`src/rtl/riscv_multicycle_ctrl.sv`:
```
// ---------------------------------------------------------------------------
// riscv_multicycle_ctrl
//
// Control FSM for the multi-cycle RV32 subset core. Each instruction passes
// through FETCH, DECODE, EXEC, and optionally MEM and WB. The FSM drives the
// shared ALU, the register file and the single unified memory port. It stops
// in TRAP on an unsupported encoding or on a memory access that never
// completes. Only reset leaves TRAP.
//
// Ports
//   clock        in   system clock, rising edge
//   reset        in   synchronous active-high reset
//   instr[31:0]  in   instruction register contents (valid in DECODE)
//   alu_bit0     in   ALU result bit 0, the bne "not equal" flag
//   mem_ready    in   memory access completes this cycle
//   alu_sel[3:0] out  ALU operation select
//   alu_src_imm  out  ALU in2 from immediate (1) or rs2 (0)
//   imm_sel[1:0] out  immediate format: 0 I, 1 S, 2 B, 3 U
//   ir_write     out  load IR from memory read data
//   pc_write     out  update PC
//   pc_branch    out  with pc_write, PC <= PC_old + B-imm, else PC + 4
//   mem_addr_sel out  memory address from PC (0) or ALU result (1)
//   mem_read     out  memory read strobe
//   mem_write    out  memory write strobe
//   mem_byte     out  byte-wide store (sb)
//   reg_write    out  register file write enable
//   wb_sel       out  write back ALU result (0) or memory data (1)
//   retired      out  one-cycle pulse when an instruction completes
//   trap         out  sticky trap flag
//   trap_cause   out  0 illegal instruction, 1 memory timeout
//   state[2:0]   out  FETCH 0, DECODE 1, EXEC 2, MEM 3, WB 4, TRAP 7
// ---------------------------------------------------------------------------
module riscv_multicycle_ctrl #(
    parameter int unsigned MEM_TIMEOUT = 16
) (
    input  logic        clock,
    input  logic        reset,
    input  logic [31:0] instr,
    input  logic        alu_bit0,
    input  logic        mem_ready,
    output logic [3:0]  alu_sel,
    output logic        alu_src_imm,
    output logic [1:0]  imm_sel,
    output logic        ir_write,
    output logic        pc_write,
    output logic        pc_branch,
    output logic        mem_addr_sel,
    output logic        mem_read,
    output logic        mem_write,
    output logic        mem_byte,
    output logic        reg_write,
    output logic        wb_sel,
    output logic        retired,
    output logic        trap,
    output logic        trap_cause,
    output logic [2:0]  state
);

    typedef enum logic [2:0] {
        S_FETCH  = 3'd0,
        S_DECODE = 3'd1,
        S_EXEC   = 3'd2,
        S_MEM    = 3'd3,
        S_WB     = 3'd4,
        S_TRAP   = 3'd7
    } state_e;

    typedef enum logic [3:0] {
        OP_ADD, OP_SUB, OP_ADDI, OP_XORI, OP_ANDI, OP_SLLI, OP_SRLI,
        OP_SRAI, OP_LW, OP_SW, OP_SB, OP_BNE, OP_LUI
    } op_e;

    localparam logic [3:0] ALU_ADD = 4'b0000;
    localparam logic [3:0] ALU_SUB = 4'b0001;
    localparam logic [3:0] ALU_AND = 4'b0010;
    localparam logic [3:0] ALU_XOR = 4'b0011;
    localparam logic [3:0] ALU_SRA = 4'b0100;
    localparam logic [3:0] ALU_SLL = 4'b0101;
    localparam logic [3:0] ALU_SRL = 4'b0110;
    localparam logic [3:0] ALU_BNE = 4'b0111;
    localparam logic [3:0] ALU_LUI = 4'b1000;

    localparam logic [1:0] IMM_I = 2'd0;
    localparam logic [1:0] IMM_S = 2'd1;
    localparam logic [1:0] IMM_B = 2'd2;
    localparam logic [1:0] IMM_U = 2'd3;

    localparam logic [7:0] TIMEOUT_W = 8'(MEM_TIMEOUT);

    state_e     state_q, state_d;
    op_e        op_q, op_d;
    logic [7:0] wait_q, wait_d;
    logic       trap_q, trap_d;
    logic       cause_q, cause_d;

    op_e        dec_op;
    logic       dec_legal;

    logic [6:0] opcode;
    logic [2:0] funct3;
    logic [6:0] funct7;

    // Register and immediate fields are consumed by the datapath, not here.
    logic       unused_instr_bits;

    assign opcode            = instr[6:0];
    assign funct3            = instr[14:12];
    assign funct7            = instr[31:25];
    assign unused_instr_bits = ^{instr[24:15], instr[11:7]};

    // Instruction classifier. For the OP-IMM arithmetic forms bits 31:25 are
    // immediate bits and are ignored; for shifts they must be a valid funct7.
    always_comb begin
        dec_op    = OP_ADD;
        dec_legal = 1'b0;
        case (opcode)
            7'b0110011: begin
                if (funct3 == 3'b000 && funct7 == 7'b0000000) begin
                    dec_op = OP_ADD;  dec_legal = 1'b1;
                end else if (funct3 == 3'b000 && funct7 == 7'b0100000) begin
                    dec_op = OP_SUB;  dec_legal = 1'b1;
                end
            end
            7'b0010011: begin
                case (funct3)
                    3'b000: begin dec_op = OP_ADDI; dec_legal = 1'b1; end
                    3'b100: begin dec_op = OP_XORI; dec_legal = 1'b1; end
                    3'b111: begin dec_op = OP_ANDI; dec_legal = 1'b1; end
                    3'b001: begin
                        if (funct7 == 7'b0000000) begin
                            dec_op = OP_SLLI; dec_legal = 1'b1;
                        end
                    end
                    3'b101: begin
                        if (funct7 == 7'b0000000) begin
                            dec_op = OP_SRLI; dec_legal = 1'b1;
                        end else if (funct7 == 7'b0100000) begin
                            dec_op = OP_SRAI; dec_legal = 1'b1;
                        end
                    end
                    default: ;
                endcase
            end
            7'b0000011: begin
                if (funct3 == 3'b010) begin dec_op = OP_LW; dec_legal = 1'b1; end
            end
            7'b0100011: begin
                if (funct3 == 3'b010) begin
                    dec_op = OP_SW; dec_legal = 1'b1;
                end else if (funct3 == 3'b000) begin
                    dec_op = OP_SB; dec_legal = 1'b1;
                end
            end
            7'b1100011: begin
                if (funct3 == 3'b001) begin dec_op = OP_BNE; dec_legal = 1'b1; end
            end
            7'b0110111: begin
                dec_op = OP_LUI; dec_legal = 1'b1;
            end
            default: ;
        endcase
    end

    // Next-state logic. A memory wait ends the cycle mem_ready is seen. If
    // mem_ready arrives in the same cycle the counter equals MEM_TIMEOUT, the
    // access still completes. The wait counter restarts from zero whenever
    // the state changes.
    always_comb begin
        state_d = state_q;
        op_d    = op_q;
        wait_d  = wait_q;
        trap_d  = trap_q;
        cause_d = cause_q;
        case (state_q)
            S_FETCH: begin
                if (mem_ready) begin
                    state_d = S_DECODE;
                end else if (wait_q == TIMEOUT_W) begin
                    state_d = S_TRAP;
                    trap_d  = 1'b1;
                    cause_d = 1'b1;
                end else begin
                    wait_d = wait_q + 8'd1;
                end
            end
            S_DECODE: begin
                if (dec_legal) begin
                    op_d    = dec_op;
                    state_d = S_EXEC;
                end else begin
                    state_d = S_TRAP;
                    trap_d  = 1'b1;
                    cause_d = 1'b0;
                end
            end
            S_EXEC: begin
                case (op_q)
                    OP_LW, OP_SW, OP_SB: state_d = S_MEM;
                    OP_BNE:              state_d = S_FETCH;
                    default:             state_d = S_WB;
                endcase
            end
            S_MEM: begin
                if (mem_ready) begin
                    state_d = (op_q == OP_LW) ? S_WB : S_FETCH;
                end else if (wait_q == TIMEOUT_W) begin
                    state_d = S_TRAP;
                    trap_d  = 1'b1;
                    cause_d = 1'b1;
                end else begin
                    wait_d = wait_q + 8'd1;
                end
            end
            S_WB:    state_d = S_FETCH;
            S_TRAP:  state_d = S_TRAP;
            default: state_d = S_FETCH;
        endcase
        if (state_d != state_q) begin
            wait_d = 8'd0;
        end
    end

    always_ff @(posedge clock) begin
        if (reset) begin
            state_q <= S_FETCH;
            op_q    <= OP_ADD;
            wait_q  <= 8'd0;
            trap_q  <= 1'b0;
            cause_q <= 1'b0;
        end else begin
            state_q <= state_d;
            op_q    <= op_d;
            wait_q  <= wait_d;
            trap_q  <= trap_d;
            cause_q <= cause_d;
        end
    end

    // Control outputs come from the state and the latched op class. Only
    // the completion strobes look at mem_ready, and the bne PC update looks
    // at alu_bit0. Reset forces every strobe low, so an instruction caught
    // mid-flight writes nothing in the reset cycle. In MEM the ALU keeps
    // computing rs1 + offset so the address stays stable while waiting.
    always_comb begin
        alu_sel      = ALU_ADD;
        alu_src_imm  = 1'b0;
        imm_sel      = IMM_I;
        ir_write     = 1'b0;
        pc_write     = 1'b0;
        pc_branch    = 1'b0;
        mem_addr_sel = 1'b0;
        mem_read     = 1'b0;
        mem_write    = 1'b0;
        mem_byte     = 1'b0;
        reg_write    = 1'b0;
        wb_sel       = 1'b0;
        retired      = 1'b0;
        if (!reset) begin
            case (state_q)
                S_FETCH: begin
                    mem_read = 1'b1;
                    ir_write = mem_ready;
                    pc_write = mem_ready;
                end
                S_EXEC: begin
                    case (op_q)
                        OP_SUB:  alu_sel = ALU_SUB;
                        OP_ADDI: alu_src_imm = 1'b1;
                        OP_XORI: begin alu_sel = ALU_XOR; alu_src_imm = 1'b1; end
                        OP_ANDI: begin alu_sel = ALU_AND; alu_src_imm = 1'b1; end
                        OP_SLLI: begin alu_sel = ALU_SLL; alu_src_imm = 1'b1; end
                        OP_SRLI: begin alu_sel = ALU_SRL; alu_src_imm = 1'b1; end
                        OP_SRAI: begin alu_sel = ALU_SRA; alu_src_imm = 1'b1; end
                        OP_LW:   alu_src_imm = 1'b1;
                        OP_SW, OP_SB: begin
                            alu_src_imm = 1'b1;
                            imm_sel     = IMM_S;
                        end
                        OP_BNE: begin
                            alu_sel   = ALU_BNE;
                            imm_sel   = IMM_B;
                            pc_write  = alu_bit0;
                            pc_branch = alu_bit0;
                            retired   = 1'b1;
                        end
                        OP_LUI: begin
                            alu_sel     = ALU_LUI;
                            alu_src_imm = 1'b1;
                            imm_sel     = IMM_U;
                        end
                        default: ;
                    endcase
                end
                S_MEM: begin
                    mem_addr_sel = 1'b1;
                    alu_src_imm  = 1'b1;
                    imm_sel      = (op_q == OP_LW) ? IMM_I : IMM_S;
                    mem_read     = (op_q == OP_LW);
                    mem_write    = (op_q == OP_SW) || (op_q == OP_SB);
                    mem_byte     = (op_q == OP_SB);
                    retired      = mem_ready && (op_q != OP_LW);
                end
                S_WB: begin
                    reg_write = 1'b1;
                    wb_sel    = (op_q == OP_LW);
                    retired   = 1'b1;
                end
                default: ;
            endcase
        end
    end

    assign trap       = trap_q;
    assign trap_cause = cause_q;
    assign state      = state_q;

endmodule

```
`config.mk`:
```
export PLATFORM = sky130hd
export DESIGN_NAME = riscv_multicycle_ctrl
export DESIGN_NICKNAME = d
export VERILOG_FILES = /design/src/rtl/riscv_multicycle_ctrl.sv
export SDC_FILE = /design/constraint.sdc
export NUM_CORES = 1
export LEC_CHECK = 0
export ABC_AREA = 1
export CORE_MARGIN = 2
export CORE_UTILIZATION = 35
export CTS_CLUSTER_SIZE = 14
export DETAILED_ROUTE_END_ITERATION = 10
export DONT_BUFFER_PORTS = 1
export GPL_TIMING_DRIVEN = 1
export PLACE_DENSITY_LB_ADDON = 0.3
export SLEW_MARGIN = 0
export SYNTH_ARGS = -nofsm -noshare
export SYNTH_HDL_FRONTEND = slang
export SYNTH_SLANG_ARGS = --single-unit
```
`constraint.sdc`:
```
create_clock -name clock -period 5 [get_ports clock]
set_clock_uncertainty 0.1 [all_clocks]
set_input_delay 1 -clock clock [delete_from_list [all_inputs] [get_ports clock]]
set_output_delay 1 -clock clock [all_outputs]
set_load 0.03 [all_outputs]
```
==> impl_metrics.xml <==
<?xml version="1.0" encoding="UTF-8"?>
<metrics>
  <group name="status">
    <metric name="status" unit="">finished clean</metric>
  </group>
  <group name="power">
    <metric name="share_comb_of_total_power" unit="%">31.0</metric>
    <metric name="intPower" unit="mW">0.239</metric>
    <metric name="leakage" unit="nW">0.716</metric>
    <metric name="switching_share" unit="%">40.4</metric>
    <metric name="switching_power" unit="mW">0.162</metric>
    <metric name="power.sequential.fraction" unit="%">43.6</metric>
    <metric name="power_density" unit="nW/um2">250</metric>
    <metric name="power.clock.fraction" unit="%">25.4</metric>
    <metric name="irDropWorstVdd" unit="V">0.000120</metric>
  </group>
  <group name="timing">
    <metric name="final_max_slew_viol_count" unit="">0</metric>
    <metric name="fin_setup_tns" unit="ns">0</metric>
    <metric name="finalHoldViolCount" unit="">0</metric>
    <metric name="setup_viol" unit="">0</metric>
    <metric name="maxSlewHeadroom" unit="%">32.7</metric>
    <metric name="rsz_0062_raised_after_global_routing" unit="">false</metric>
    <metric name="max_slew.worst_pin.slew" unit="ns">1.00</metric>
    <metric name="final.period_utilization" unit="%">75.0</metric>
    <metric name="max_clock_freq" unit="GHz">0.267</metric>
    <metric name="min_period" unit="ns">3.75</metric>
  </group>
  <group name="floorplanning">
    <metric name="initial_utilization" unit="%">36.9</metric>
    <metric name="floorplan.io_pins" unit="">58</metric>
    <metric name="core_area" unit="um2">4060</metric>
    <metric name="dieWidth" unit="um">69.4</metric>
    <metric name="floorplan.rows" unit="">23</metric>
    <metric name="overall_die_area" unit="um2">4810</metric>
    <metric name="die_h" unit="um">69.4</metric>
  </group>
  <group name="critical_path">
    <metric name="worstSetupPathDepth" unit="">6</metric>
    <metric name="max_stage_delay" unit="ns">0.76</metric>
    <metric name="worst-path-buf-inv" unit="">2</metric>
    <metric name="startpoint_type" unit="">flip-flop</metric>
    <metric name="timing.setup.critical_path_class" unit="">reg2out</metric>
    <metric name="r2r.worst_path.cells" unit="">9</metric>
    <metric name="critPathArrivalTime" unit="ns">2.65</metric>
    <metric name="endpoint_type_of_the_worst_setup_path" unit="">output pin</metric>
    <metric name="critical_path_peak_fanout" unit="">7</metric>
    <metric name="crit_required" unit="ns">3.90</metric>
    <metric name="cpLargestDelayFamily" unit="">compound AO/OA/AOI/OAI gates</metric>
    <metric name="critical_path.most_common_cell" unit="">inv_1</metric>
    <metric name="slowest_stage" unit="">o21ai_0</metric>
    <metric name="crit_chain" unit="">nand2_1, inv_1, nand2_2, nor2_1, inv_1, o21ai_0</metric>
  </group>
  <group name="drt">
    <metric name="avgRoutedWirePerCell" unit="um">11.1</metric>
    <metric name="via_per_inst" unit="">5.04</metric>
    <metric name="final_antenna_net_count" unit="">0</metric>
    <metric name="drt_iter0_drc" unit="">94</metric>
    <metric name="dr.pass1.iters" unit="">4</metric>
    <metric name="totalWireLength" unit="mm">3.45</metric>
    <metric name="route.vias.total" unit="">1573</metric>
    <metric name="drc" unit="">0</metric>
  </group>
  <group name="placed_design">
    <metric name="place_hpwl" unit="mm">2.79</metric>
    <metric name="gpl_congestion" unit="">0.836</metric>
    <metric name="placement.io_buffers" unit="">0</metric>
  </group>
  <group name="cts">
    <metric name="post_cts.resized_instances" unit="">0</metric>
    <metric name="htree_levels" unit="">1</metric>
    <metric name="cts_hold_buffers" unit="">0</metric>
    <metric name="cts.reportedPaths.clkPinSlew" unit="ns">0.07</metric>
    <metric name="clock_tree.buffer_depth" unit="">2</metric>
    <metric name="clock_insertion_delay_worst_skew" unit="ns">0.25</metric>
    <metric name="cts_num_sinks" unit="">17</metric>
    <metric name="post_cts_buffers" unit="">0</metric>
    <metric name="clock_tree.root_cell" unit="">clkbuf_8</metric>
    <metric name="cts_tree" unit="">built</metric>
    <metric name="tritoncts_buffers" unit="">3</metric>
  </group>
  <group name="logic_synthesis">
    <metric name="synthDistinctLibCells" unit="">28</metric>
    <metric name="synth.yosys.seq_area_share" unit="%">22.7</metric>
    <metric name="synth_area" unit="um2">1500</metric>
    <metric name="ys_seq_elements" unit="">17</metric>
    <metric name="syn_nets" unit="">297</metric>
    <metric name="postSynthAreaPerCell" unit="um2">5.78</metric>
    <metric name="synth-main-ff-cell" unit="">dfxtp_1</metric>
    <metric name="synthesis.instances" unit="">259</metric>
    <metric name="yosysWarnings" unit="">0</metric>
    <metric name="synth_enable_flop_cells" unit="">0</metric>
    <metric name="async_reset_ff_share" unit="%">0</metric>
  </group>
  <group name="hold_path">
    <metric name="min_path_type" unit="">reg2reg</metric>
    <metric name="timing.hold.worst_path_depth" unit="">2</metric>
  </group>
  <group name="global_route">
    <metric name="grt_pass1_wl" unit="mm">5.91</metric>
    <metric name="grt_usage" unit="%">14.4</metric>
    <metric name="grt-ovfl-total" unit="">0</metric>
    <metric name="first_global_vias" unit="">1375</metric>
    <metric name="antenna_found_initial" unit="">0</metric>
    <metric name="grt_max_degree" unit="">17</metric>
  </group>
  <group name="layout">
    <metric name="num_antenna_cells" unit="">0</metric>
    <metric name="synthToLayoutAreaGrowth" unit="%">7.19</metric>
    <metric name="finish.utilization" unit="%">39.5</metric>
    <metric name="final_layout_size_suffix_gt1_share" unit="%">8.40</metric>
    <metric name="final_nets" unit="">301</metric>
  </group>
  <group name="run">
    <metric name="max_cap_viol_count" unit="">0</metric>
  </group>
</metrics>
## path summary, 6_finish.rpt
path / start / endpoint / slack [ns]
setup reg to reg: state[0] / wait_q[6] / 2.80
hold / removal: op_q[2] / op_q[2] / 0.44
hold reg to reg: op_q[2] / op_q[2] / 0.44
setup / recovery: state[0] / retired / 1.25
## sequential cells by signal (all words and copies together) (netlist names)
signal	cells
op_q	4
state	3
trap	1
trap_cause	1
wait_q	8
## through the flow
step           power, mW  hold slack [ns]  worst slack, ns  instances  area (um2)
2_1_floorplan      0.281            0.394             1.24        259        1500
3_3_place_gp       0.302            0.413             1.48        308        1560
3_5_place_dp       0.302            0.424             1.48        308        1560
4_1_cts            0.406            0.441             1.24        312        1600
5_1_grt            0.433            0.467             1.11        312        1600
6_report           0.402            0.441             1.25        312        1600
## area by class of cell
class,instances,area [um2]
clock buffers,4,45.0
fillers,462,2450
inverters,49,184
multi-input cells,191,965
flip-flops and latches,17,340
well taps,50,62.6
repair buffers,1,7.51
## kinds of logic (layout without fill, tap and decap cells)
logic type / count (synthesis) / after routing / share of synthesized area (%)
and+or+nand+nor: 151 / 151 / 45.9
buffers and inverters: 51 / 54 / 12.8
AOI/OAI and AO/OA: 31 / 31 / 12.8
DFF: 17 / 17 / 22.7
xor gates and xnor gates: 7 / 7 / 4.10
adders and majority gates: 2 / 2 / 1.67
## cells in the final DEF, fill, tap and decap left out, types with 6 or more instances in the layout
cell,synthesis,final
a21oi_1,9,9
o21ai_0,8,8
nand3_1,17,17
inv_1,46,46
nand2_1,52,52
xor2_1,7,7
nand4_1,6,6
dfxtp_1,17,17
nor3_1,16,16
nor2_1,45,45
## metal layers
layer	wire [um]	global-route usage (%)	share of wire (%)
met4	35	3.92	1.0
met5	0	0	0
met1	1650	19.0	48
met2	1540	23.7	45
met3	225	3.20	6.5
## cell usage after synthesis, types with 5 or more instances
library cell / number / area, um2
o21ai_0: 8 / 40.0
a211oi_1: 5 / 37.5
a21oi_1: 9 / 45.0
nor3_1: 16 / 80.1
dfxtp_1: 17 / 340
nand2_1: 52 / 195
nor2_1: 45 / 169
xor2_1: 7 / 61.3
inv_1: 46 / 173
nand4_1: 6 / 37.5
nand3_1: 17 / 85.1
nand2_2: 5 / 31.3
## power groups by stage
stage               registers (mW)  logic, mW  clock network [mW]
floorplan                    0.174      0.107                   0
global placement             0.179      0.123                   0
detailed placement           0.179      0.124                   0
CTS                          0.175      0.124               0.106
global route                 0.177      0.142               0.113
finish                       0.175      0.124               0.102
## worst register-to-register path: stages (launching register included)
cell	delay, ns
dfxtp_1	0.65
inv_1	0.14
nor3_1	0.47
nand4_2	0.27
nand2_1	0.11
nand2_1	0.05
nand2_1	0.05
inv_1	0.04
nand2_2	0.14
nor2_1	0.06
Power figures use the tool's default switching activity.
